===== src/rtl/lc4_alu_result_stage.sv =====
// LC4 ALU result stage: 2-entry in-order skid buffer that tags each result with
// its NZP code and divide-by-zero flag, and maintains the architectural CC register.
module lc4_alu_result_stage #(
    parameter logic [2:0]  CC_RESET  = 3'b010,
    parameter int unsigned ERR_CNT_W = 8
) (
    input  logic                 clk,
    input  logic                 rst_n,
    input  logic                 i_valid,
    output logic                 o_in_ready,
    input  logic [15:0]          i_result,
    input  logic [15:0]          i_alu_ctl,
    input  logic [15:0]          i_b,
    input  logic [2:0]           i_rd,
    input  logic                 i_we,
    output logic                 o_valid,
    input  logic                 i_out_ready,
    output logic [15:0]          o_result,
    output logic [2:0]           o_rd,
    output logic                 o_we,
    output logic [2:0]           o_nzp,
    output logic                 o_err,
    output logic [2:0]           o_cc,
    output logic [ERR_CNT_W-1:0] o_err_count
);

    typedef enum logic [1:0] {
        EMPTY = 2'd0,
        ONE   = 2'd1,
        TWO   = 2'd2
    } state_t;

    state_t state, state_next;

    logic accept, deliver;
    logic load_head_in, load_head_skid, load_skid;

    logic [2:0] in_nzp;
    logic       in_err;

    logic [15:0] skid_result;
    logic [2:0]  skid_rd;
    logic        skid_we;
    logic [2:0]  skid_nzp;
    logic        skid_err;

    assign accept  = i_valid && o_in_ready;
    assign deliver = o_valid && i_out_ready;

    always_comb begin
        in_nzp = 3'b001;
        if (i_result[15])
            in_nzp = 3'b100;
        else if (i_result == '0)
            in_nzp = 3'b010;
        in_err = ((i_alu_ctl == 16'd3) || (i_alu_ctl == 16'd4)) && (i_b == '0);
    end

    always_comb begin
        state_next     = state;
        load_head_in   = 1'b0;
        load_head_skid = 1'b0;
        load_skid      = 1'b0;
        case (state)
            EMPTY: begin
                if (accept) begin
                    load_head_in = 1'b1;
                    state_next   = ONE;
                end
            end
            ONE: begin
                if (accept && deliver) begin
                    load_head_in = 1'b1;
                end else if (accept) begin
                    load_skid  = 1'b1;
                    state_next = TWO;
                end else if (deliver) begin
                    state_next = EMPTY;
                end
            end
            TWO: begin
                if (deliver) begin
                    load_head_skid = 1'b1;
                    state_next     = ONE;
                end
            end
            default: state_next = EMPTY;
        endcase
    end

    // Ready/valid are registered from the next state so neither depends
    // combinationally on i_out_ready.
    always_ff @(posedge clk) begin
        if (!rst_n) begin
            state       <= EMPTY;
            o_valid     <= 1'b0;
            o_in_ready  <= 1'b1;
            o_result    <= '0;
            o_rd        <= '0;
            o_we        <= 1'b0;
            o_nzp       <= '0;
            o_err       <= 1'b0;
            skid_result <= '0;
            skid_rd     <= '0;
            skid_we     <= 1'b0;
            skid_nzp    <= '0;
            skid_err    <= 1'b0;
            o_cc        <= CC_RESET;
            o_err_count <= '0;
        end else begin
            state      <= state_next;
            o_valid    <= (state_next != EMPTY);
            o_in_ready <= (state_next != TWO);

            if (load_head_in) begin
                o_result <= i_result;
                o_rd     <= i_rd;
                o_we     <= i_we;
                o_nzp    <= in_nzp;
                o_err    <= in_err;
            end else if (load_head_skid) begin
                o_result <= skid_result;
                o_rd     <= skid_rd;
                o_we     <= skid_we;
                o_nzp    <= skid_nzp;
                o_err    <= skid_err;
            end

            if (load_skid) begin
                skid_result <= i_result;
                skid_rd     <= i_rd;
                skid_we     <= i_we;
                skid_nzp    <= in_nzp;
                skid_err    <= in_err;
            end

            if (deliver && o_we)
                o_cc <= o_nzp;

            if (deliver && o_err && (o_err_count != '1))
                o_err_count <= o_err_count + ERR_CNT_W'(1);
        end
    end

endmodule

===== config.mk =====
export PLATFORM = sky130hd
export DESIGN_NAME = lc4_alu_result_stage
export DESIGN_NICKNAME = d
export VERILOG_FILES = /design/src/rtl/lc4_alu_result_stage.sv
export SDC_FILE = /design/constraint.sdc
export NUM_CORES = 1
export LEC_CHECK = 0
export CORE_MARGIN = 10
export CORE_UTILIZATION = 49
export DETAILED_ROUTE_END_ITERATION = 8
export GPL_ROUTABILITY_DRIVEN = 0
export GPL_TIMING_DRIVEN = 0
export MAX_ROUTING_LAYER = met4
export PLACE_DENSITY = 0.85
export REMOVE_ABC_BUFFERS = 1
export SLEW_MARGIN = 20
export SYNTH_ARGS = -nofsm -noshare
export SYNTH_HDL_FRONTEND = slang
export SYNTH_SLANG_ARGS = --single-unit

===== constraint.sdc =====
create_clock -name clk -period 2.7 [get_ports clk]
set_input_delay 0.405 -clock clk [delete_from_list [all_inputs] [get_ports clk]]
set_output_delay 0.405 -clock clk [all_outputs]
set_load 0.05 [all_outputs]

==> summary.txt, run 1 <==
CTS Buffer Depth: 2
Nets: 440
Core region area: 0.005473 sq mm
Critical path's top delay family: simple AND/OR/NAND/NOR gates
WHS: 0.4562 ns
Netlist cell types: 40
All-Layer GR Usage: 16.51%
Worst path slowest cell: nand3_1
Die area: 0.009022 sq mm
VDD IR max: 371.2 uV
Worst EP arrival: 2.68 ns
Leak pwr: 0.001754 uW
Reg clk slew, reported paths: 0.06 ns
Synth Flop Type: dfxtp_1
Layout area overhead: 41.14%
Min-Delay Path Class: register to register
# port buffers: 92
Drt wl/cell: 15.80 um
Remaining antenna violation count: 0
Most common cell in the netlist: nand2_1
Peak fanout along the critical path: 25
Drt pass-1 iters: 4
Top cell type's share of synthesized area: 44.32%
Peak Freq: 410.3 MHz
Worst skew pair latency: 0.33 ns
Part of the Yosys area used for sequential elements: 44.32%
Max_cap viols: 0
Final Cycle Share: 90.27%
Final Hold Viols: 0
Pins Over Slew Limit: 0
Max incr delay on CP: 0.72 ns
First DRT Iteration DRCs: 117
PwrDens: 587.2 mW/mm^2
Vias in the first global route: 2382
Cells after Synth: 297
Crit path cell chain: clkdlybuf4s50_1, nand2_1, nand3_1, or3_1, a21boi_0
Hold buffers post-CTS: 0
# diodes: 0
Layout cells sized above 1: 6.443%
DPL Wire Length: 5318 um
Boundary Pins: 93
Initial antenna violation count: 0
Initial Utilization: 50.34%
CP startpoint kind: input pin
Std cell rows: 27
Synth Register Bits: 61
Setup violators final: 0
Critical Path RT: 2.95 ns
Buffers & Inverters on Critical Path: 1
Vias: 2483
# H-tree levels: 3
EDFF count, synth: 0
Total wire length: 7267 um
CTS tree: done
Slew @ Worst Pin: 1.022 ns
Grt total ovfl: 0
Clock sink count: 61
RSZ-0062 raised after global routing: false
First-pass GRT wire length: 11570 um
Dominant cell type by area after synthesis: dfxtp_1
Worst Setup End Kind: register
Status: finished clean
Dpl cells: 444
Top post-synthesis cells by count: 73 x nand2_1, 61 x dfxtp_1, 25 x mux2i_1
Clock Skews: 0.006282 ns
CTS buffer count: 9
Avg Inst Size Synth: 9.277 sq um
Crit Path Class: input pin to register
Die height: 94.99 um
# DRC: 0
Min Tclk post-route: 2.437 ns
Max_slew headroom: 31.65%
Syn. warnings: 0
Die X: 94.99 um
Post_cts resized: 0
Netlist Area Pre-Place: 0.002755 sq mm
Top cells by area, synth: dfxtp_1 44%, nand2_1 9.9%, mux2i_1 9.1%, o211a_1 8.0%, a21boi_0 5.2%
Largest net degree at the start of global routing: 47
Setup bufs post-CTS: 0
Root Buffer: clkbuf_8
Layout Cells excl Fill: 460
Post-synth ARST share: 0%
Via/cell ratio: 5.398
cell usage in the layout, fill, tap and decap left out, types with 2 or more instances in the layout:
master / synthesis / layout
clkdlybuf4s50_1: 0 / 91
o211a_1: 22 / 22
o21a_1: 3 / 3
nand2_1: 73 / 72
inv_1: 2 / 2
o21ai_0: 5 / 5
and2_1: 6 / 6
a21boi_1: 5 / 5
nand3_1: 6 / 6
mux2_2: 2 / 2
xnor2_1: 2 / 2
and3b_1: 2 / 2
nor4_1: 11 / 11
nor2b_1: 3 / 3
and4_1: 2 / 2
nor2_1: 3 / 3
dfxtp_1: 61 / 61
clkinv_2: 0 / 3
a21oi_1: 2 / 2
clkbuf_8: 0 / 11
nand4_1: 4 / 4
mux2i_1: 25 / 25
a21boi_0: 19 / 19
or3_1: 4 / 4
cell families (layout without fill, tap and decap cells):
| group | Yosys count | count (layout) | share of synthesized area (%) |
|---|---|---|---|
| AND/OR/NAND/NOR | 118 | 118 | 20.85 |
| multiplexers | 27 | 27 | 9.900 |
| flip-flops | 61 | 61 | 44.32 |
| XOR/XNOR | 3 | 3 | 0.9539 |
| AO/OA/AOI/OAI | 65 | 65 | 19.44 |
| buffers and inverters | 22 | 113 | 4.087 |
| adder cells (fa/ha/maj) | 1 | 1 | 0.4541 |
power breakdown:
| group | total (uW) | leakage [uW] | switching (uW) | internal (uW) |
|---|---|---|---|---|
| clock | 725 | 0.0000921 | 346 | 379 |
| sequential | 1010 | 0.000498 | 42.4 | 963 |
| combinational | 553 | 0.00116 | 320 | 233 |
| total | 2280 | 0.00175 | 709 | 1570 |
state kept, by name, indices dropped and copies added, names as in the netlist, 2 cells and up:
| name | count |
|---|---|
| o_err_count | 8 |
| skid_nzp | 2 |
| skid_rd | 3 |
| o_rd | 3 |
| o_cc | 3 |
| skid_result | 16 |
| state | 2 |
| o_nzp | 2 |
| o_result | 16 |
worst paths after layout:
path	from	endpoint	slack, ns	cells after the start
setup / recovery	i_out_ready	skid_nzp[0]	0.26	5
hold / removal	skid_we	skid_we	0.46	2
setup reg to reg	state[1]	skid_nzp[0]	0.40	4
hold reg to reg	skid_we	skid_we	0.46	2
cell type report:
cell class | instances | area, sq um
fill | 426 | 1584
multi-input combinational | 214 | 1430
sequential | 61 | 1221
timing repair buffer | 95 | 962.2
clock buffer | 12 | 155.1
tap | 72 | 90.09
clock inverter | 4 | 22.52
inverter | 2 | 7.507
tightest hold or removal path, cell delays in order (launching register included):
cell and delay, ns:
dfxtp_1 0.31, nand2_1 0.05, a21boi_1 0.05
per-layer routing:
layer | up-vias | share of wire (%) | track usage, %
li1 | 1239 | - | -
met1 | 1176 | 41 | 18.47
met2 | 58 | 53 | 27.75
met3 | 10 | 5.1 | 3.886
met4 | 0 | 1.4 | 6.608
met5 | - | 0 | -
metrics by stage:
stage | utilization (%) | instance area (sq um) | total power [uW] | setup slack (ns) | setup TNS [ns]
finish | 71.06 | 3889 | 2283 | 0.2626 | 0
global route | 71.06 | 3889 | 2390 | 0.1489 | 0
CTS | 71.06 | 3889 | 2300 | 0.2954 | 0
detailed placement | 67.81 | 3711 | 1579 | -0.06446 | -0.06446
global placement | 66.90 | 3661 | 1565 | -0.9262 | -17.69
floorplan | - | 2650 | 1335 | -0.08680 | -0.08680
No activity file was read; power rests on OpenSTA's default activity.
==> inputs of run 2 (changes only) <==
==> constraint.sdc (replaced) <==
create_clock -name clk -period 2.7 [get_ports clk]
set_input_delay 0.54 -clock clk [delete_from_list [all_inputs] [get_ports clk]]
set_output_delay 0.54 -clock clk [all_outputs]
set_load 0.05 [all_outputs]
==> results of run 2 <==
The final DEF is identical to that of run 1. Status: finished clean.
Among the figures that moved: setup slack after placement -0.06446 ns -> -0.1995 ns; setup slack after layout 0.2626 ns -> 0.1276 ns
==> inputs of run 3 (changes only) <==
--- a/config.mk
+++ b/config.mk
@@ -7,9 +7,11 @@
 export LEC_CHECK = 0
 export CORE_MARGIN = 10
 export CORE_UTILIZATION = 49
+export CTS_CLUSTER_SIZE = 12
 export DETAILED_ROUTE_END_ITERATION = 8
 export GPL_ROUTABILITY_DRIVEN = 0
 export GPL_TIMING_DRIVEN = 0
+export HOLD_SLACK_MARGIN = 0.12
 export MAX_ROUTING_LAYER = met4
 export PLACE_DENSITY = 0.85
 export REMOVE_ABC_BUFFERS = 1
==> results of run 3 <==
The final DEF is identical to that of run 1. Status: finished clean.
Among the figures that moved: setup slack after placement -0.06446 ns -> -0.1995 ns; setup slack after layout 0.2626 ns -> 0.1276 ns
